--- src/rtl/uart_block_ctrl_pkg.sv ---
// Shared definitions for the UART block sequencer around the ChaCha20 core.
// State encoding and default block geometry.
package uart_block_ctrl_pkg;

    localparam int BYTE_W      = 8;
    localparam int NBYTES_DEF  = 64;
    localparam int TIMEOUT_DEF = 2000000;

    typedef enum logic [2:0] {
        S_RX     = 3'd0,
        S_START  = 3'd1,
        S_WAIT   = 3'd2,
        S_TXLOAD = 3'd3,
        S_TXCMD  = 3'd4,
        S_TXWAIT = 3'd5
    } state_e;

endpackage

--- src/rtl/uart_block_ctrl_sync_edge.sv ---
// Two-flop synchroniser for a slow-domain level, with rise/fall pulses
// derived from the synchronised level (one clk wide each).
module sync_edge (
    input  logic clk,
    input  logic rst_n,
    input  logic d_i,
    output logic rise_o,
    output logic fall_o
);

    // [0],[1] are the synchroniser; [2] holds the previous synced level
    logic [2:0] sh_q;

    always_ff @(posedge clk or negedge rst_n) begin
        if (!rst_n) begin
            sh_q <= 3'b000;
        end else begin
            sh_q <= {sh_q[1:0], d_i};
        end
    end

    assign rise_o = sh_q[1] & ~sh_q[2];
    assign fall_o = ~sh_q[1] & sh_q[2];

endmodule

--- src/rtl/uart_block_ctrl.sv ---
// Collects NBYTES rx bytes into a core block, runs the cipher core once,
// then streams the result block back out through the UART transmitter.
module uart_block_ctrl
    import uart_block_ctrl_pkg::*;
#(
    parameter int NBYTES  = NBYTES_DEF,
    parameter int TIMEOUT = TIMEOUT_DEF
) (
    input  logic                     clk,
    input  logic                     rst_n,
    input  logic                     rx_done,
    input  logic [7:0]               rx_data,
    input  logic                     tx_ready,
    output logic                     tx_cmd,
    output logic [7:0]               tx_data,
    output logic                     core_start,
    input  logic                     core_done,
    output logic [NBYTES*BYTE_W-1:0] core_din,
    input  logic [NBYTES*BYTE_W-1:0] core_dout,
    output logic                     busy,
    output logic                     frame_err,
    output logic [15:0]              frame_cnt
);

    localparam int IDX_W = $clog2(NBYTES);
    localparam int CNT_W = $clog2(TIMEOUT + 1);
    localparam int BLK_W = NBYTES * BYTE_W;

    localparam logic [IDX_W-1:0] IDX_LAST = IDX_W'(NBYTES - 1);
    localparam logic [CNT_W-1:0] TMO_LAST = CNT_W'(TIMEOUT - 1);

    state_e             state_q;
    logic [IDX_W-1:0]   idx_q;
    logic [CNT_W-1:0]   cnt_q;
    logic [BLK_W-1:0]   din_q;
    logic [BLK_W-1:0]   obuf_q;
    logic               tx_cmd_q;
    logic [7:0]         tx_data_q;
    logic               start_q;
    logic               ferr_q;
    logic [15:0]        fcnt_q;

    logic rx_ev;
    logic rx_fall_unused;
    logic txr_rise;
    logic txr_fall;
    logic tmo_hit;
    logic rx_drop;

    sync_edge u_rx_sync (
        .clk    (clk),
        .rst_n  (rst_n),
        .d_i    (rx_done),
        .rise_o (rx_ev),
        .fall_o (rx_fall_unused)
    );

    sync_edge u_txr_sync (
        .clk    (clk),
        .rst_n  (rst_n),
        .d_i    (tx_ready),
        .rise_o (txr_rise),
        .fall_o (txr_fall)
    );

    // A byte arriving in the same clk as expiry keeps the frame alive
    assign tmo_hit = (state_q == S_RX) && !rx_ev
                   && (idx_q != '0) && (cnt_q == TMO_LAST);
    assign rx_drop = rx_ev && (state_q != S_RX);

    always_ff @(posedge clk or negedge rst_n) begin
        if (!rst_n) begin
            state_q   <= S_RX;
            idx_q     <= '0;
            cnt_q     <= '0;
            din_q     <= '0;
            obuf_q    <= '0;
            tx_cmd_q  <= 1'b0;
            tx_data_q <= 8'h00;
            start_q   <= 1'b0;
            ferr_q    <= 1'b0;
            fcnt_q    <= 16'h0000;
        end else begin
            start_q <= 1'b0;
            ferr_q  <= tmo_hit | rx_drop;

            unique case (state_q)
                S_RX: begin
                    if (rx_ev) begin
                        din_q[BYTE_W*idx_q +: BYTE_W] <= rx_data;
                        cnt_q <= '0;
                        if (idx_q == IDX_LAST) begin
                            idx_q   <= '0;
                            state_q <= S_START;
                        end else begin
                            idx_q <= idx_q + 1'b1;
                        end
                    end else if (idx_q == '0) begin
                        cnt_q <= '0;
                    end else if (tmo_hit) begin
                        idx_q <= '0;
                        cnt_q <= '0;
                    end else begin
                        cnt_q <= cnt_q + 1'b1;
                    end
                end
                S_START: begin
                    start_q <= 1'b1;
                    state_q <= S_WAIT;
                end
                S_WAIT: begin
                    if (core_done) begin
                        obuf_q  <= core_dout;
                        state_q <= S_TXLOAD;
                    end
                end
                S_TXLOAD: begin
                    tx_data_q <= obuf_q[BYTE_W*idx_q +: BYTE_W];
                    tx_cmd_q  <= 1'b1;
                    state_q   <= S_TXCMD;
                end
                S_TXCMD: begin
                    if (txr_fall) begin
                        tx_cmd_q <= 1'b0;
                        state_q  <= S_TXWAIT;
                    end
                end
                S_TXWAIT: begin
                    if (txr_rise) begin
                        if (idx_q == IDX_LAST) begin
                            idx_q   <= '0;
                            fcnt_q  <= fcnt_q + 16'd1;
                            state_q <= S_RX;
                        end else begin
                            idx_q   <= idx_q + 1'b1;
                            state_q <= S_TXLOAD;
                        end
                    end
                end
                default: begin
                    state_q <= S_RX;
                end
            endcase
        end
    end

    assign tx_cmd     = tx_cmd_q;
    assign tx_data    = tx_data_q;
    assign core_start = start_q;
    assign core_din   = din_q;
    assign busy       = (state_q != S_RX) || (idx_q != '0);
    assign frame_err  = ferr_q;
    assign frame_cnt  = fcnt_q;

endmodule

--- config.mk ---
export PLATFORM = sky130hd
export DESIGN_NAME = uart_block_ctrl
export DESIGN_NICKNAME = d
export VERILOG_FILES = /design/src/rtl/uart_block_ctrl_pkg.sv /design/src/rtl/uart_block_ctrl_sync_edge.sv /design/src/rtl/uart_block_ctrl.sv
export SDC_FILE = /design/constraint.sdc
export NUM_CORES = 2
export LEC_CHECK = 0
export ABC_AREA = 1
export BUFFER_PORTS_ARGS = -buffer_cell sky130_fd_sc_hd__buf_2
export CORE_AREA = 5 5 413 415
export CTS_CLUSTER_SIZE = 25
export DETAILED_ROUTE_END_ITERATION = 6
export DIE_AREA = 0 0 418 420
export SKIP_LAST_GASP = 1
export SYNTH_ARGS = -nofsm -noshare
export SYNTH_HDL_FRONTEND = slang
export SYNTH_HIERARCHICAL = 1
export SYNTH_SLANG_ARGS = --single-unit
--- constraint.sdc ---
create_clock -name clk -period 3.1 [get_ports clk]
set_clock_uncertainty 0.15 [all_clocks]
set_input_delay 0.62 -clock clk [delete_from_list [all_inputs] [get_ports clk]]
set_output_delay 0.62 -clock clk [all_outputs]
set_load 0.01 [all_outputs]
==> qor.txt <==
Worst-Skew Late Latency -> 0.78 ns
RSZ-0062 raised after global routing -> yes
Final min period -> 2.96 ns
Comb power frac -> 0.293
crit-path max FO -> 129
Tcrit/Tclk final -> 0.954
synth warn -> 6
first-pass GRT wire length -> 303,000 um
sw power -> 16.6 mW
routed wl met2 -> 102,000 um
maximum root-to-sink buffer count -> 3
initial antenna violation count -> 8
status -> finished, final reports clean
initial core utilization -> 0.289
TritonRoute pass-1 iters -> 6
final setup fails -> 0
placed cell area -> 0.0563 sq mm
die footprint -> 0.176 sq mm
CP bufs+invs -> 2
met1 wire length -> 80,200 um
synthesized net count -> 6,332
Area Overhead vs Synth -> 36.0%
Crit Path Class -> reg2reg
io pins -> 1,065
Reg power frac -> 0.378
max-slew violations -> 0
Avg Cell Area, Syn -> 8.28 sq um
post-layout util -> 0.393
Pleak -> 31.9 nW
standard-cell rows -> 150
number of global-route vias before repair -> 45,806
Root Buffer -> clkbuf_16
Hold Fails Final Rpt -> 0
Clock H-tree levels -> 3
largest net degree at the start of global routing -> 139
vias per cell -> 4.84
number of remaining DRC errors -> 0
Syn Std Cell Area -> 0.0480 sq mm
met3 wire length -> 12,400 um
Power Internal -> 29.7 mW
Total GRT Usage -> 0.229
pwr dens -> 709 mW/mm^2
commonest non-fill, non-tap cells in the layout -> nand2_1, dfrtp_1, buf_2, inv_1, nor2_1
CP Cell Sequence -> inv_6 > buf_12 > o211ai_1 > nand2_1 > nand2_1 > nand3_1 > nand3_1 > nand3_1 > nand3_1 > nand2_1
core area -> 0.166 sq mm
Routed WL -> 208,000 um
die width -> 418 um
critical path required time -> 3.59 ns
CP endpoint kind -> register
peak supply drop -> 0.000565 V
Slew @ Worst Pin -> 1.23 ns
PortBufs -> 1,064
CP Data Arrival Time -> 3.45 ns
Gate Count Post-Synth -> 5,802
CTS Buf Count -> 119
via count -> 46,287
max cap viols -> 0
Routed Antenna Nets -> 0
Final HPWL DP -> 151,000 um
Worst-path clk slew -> 0.07 ns
Worst Hold Class -> in2reg
Slew HR -> 0.181
fin area -> 0.0653 sq mm
layout cells sized above 1 -> 0.208
routability cong. -> 0.887
DRT iter0 DRCs -> 4,231
Max Used Layer -> met5
max incr delay on CP -> 0.52 ns
clock share of power -> 0.329
GRT overflow -> 0
Die Y -> 420 um
Crit path max-delay family -> simple AND/OR/NAND/NOR gates
Worst Setup Start Kind -> register
CP dominant cell by count -> nand3_1
Switching Fraction -> 0.359
WL per Instance -> 21.8 um
CTS tree -> yes
Final Net Count -> 7,799
Crit-path slowest cell -> o211ai_1
most common cell after layout, fill and taps aside -> nand2_1
Sink Count -> 1,087
Peak Freq -> 0.338 GHz
-- area by class of cell --
class                           count  area, sq um
Antenna cell                        6         15.0
Clock inverter                     41          717
Timing Repair Buffer             1676        11500
Multi-Input combinational cell   3761        17200
Fill cell                       16527       101000
Tap cell                         2204         2760
Sequential cell                  1087        27200
Clock buffer                      171         3520
Inverter                          624         2360
-- power by group through the flow --
| stage | registers, mW | clock network (mW) | logic, mW |
|---|---|---|---|
| global route | 17.7 | 16.1 | 15.0 |
| global placement | 17.6 | 0 | 13.2 |
| finish | 17.5 | 15.2 | 13.6 |
| floorplan | 17.6 | 0 | 7.40 |
| CTS | 17.5 | 15.5 | 13.9 |
| detailed placement | 17.7 | 0 | 13.4 |
-- worst register-to-register path, cell delays in order, from the launching register on --
cell and delay, ns:
dfrtp_4 0.51, inv_6 0.09, buf_12 0.31, o211ai_1 1.03, nand2_1 0.27, nand2_1 0.08
nand3_1 0.09, nand3_1 0.09, nand3_1 0.10, nand3_1 0.10, nand2_1 0.07
-- stage by stage --
stage / hold slack, ns / instances / total power [mW] / setup TNS [ns] / setup WS (ns)
finish: 0.0583 / 9570 / 46.3 / 0 / 0.142
floorplan: 0.174 / 5802 / 25.0 / 0 / 0.0614
detailed placement: 0.193 / 8881 / 31.1 / 0 / 0.115
CTS: 0.000391 / 9564 / 46.9 / 0 / 0.104
global placement: 0.188 / 8881 / 30.8 / 0 / 0.132
global route: 0.000344 / 9569 / 48.8 / -0.00896 / -0.00896
-- routing by layer --
layer | GRT usage | vias to the layer above
met5 | 0 | -
met4 | 0.123 | 6
met3 | 0.0372 | 498
met2 | 0.395 | 1965
met1 | 0.275 | 22384
li1 | - | 21434
-- final timing paths --
kind	from	end	slack, ns	cells after the start
max	idx_q[1]	tx_data[2]	0.14	10
min	core_dout[218]	obuf_q[218]	0.06	3
max reg2reg	idx_q[1]	tx_data[2]	0.14	10
min reg2reg	u_txr_sync/sh_q[0]	u_txr_sync/sh_q[1]	0.20	0
max in group asynchronous	rst_n	obuf_q[321]	1.33	3
min in group asynchronous	rst_n	core_din[344]	0.26	2
-- timing repair --
action / 4_1_cts / 5_1_grt
setup buffers: 1 / 0
hold buffers: 470 / 0
endpoints found under the setup margin: 1 / 32
resized for setup: 5 / 7
pin swaps: 1 / 0
hold endpoints to repair: 479 / 0
-- flip-flops by register name, indices dropped and copies added (netlist names) --
register and cells:
cnt_q 21, core_din 512, core_start 1, frame_cnt 16
frame_err 1, idx_q 6, obuf_q 512, state_q 3
tx_cmd 1, tx_data 8, u_rx_sync/sh_q 3, u_txr_sync/sh_q 3
No activity file was read; power rests on OpenSTA's default activity.
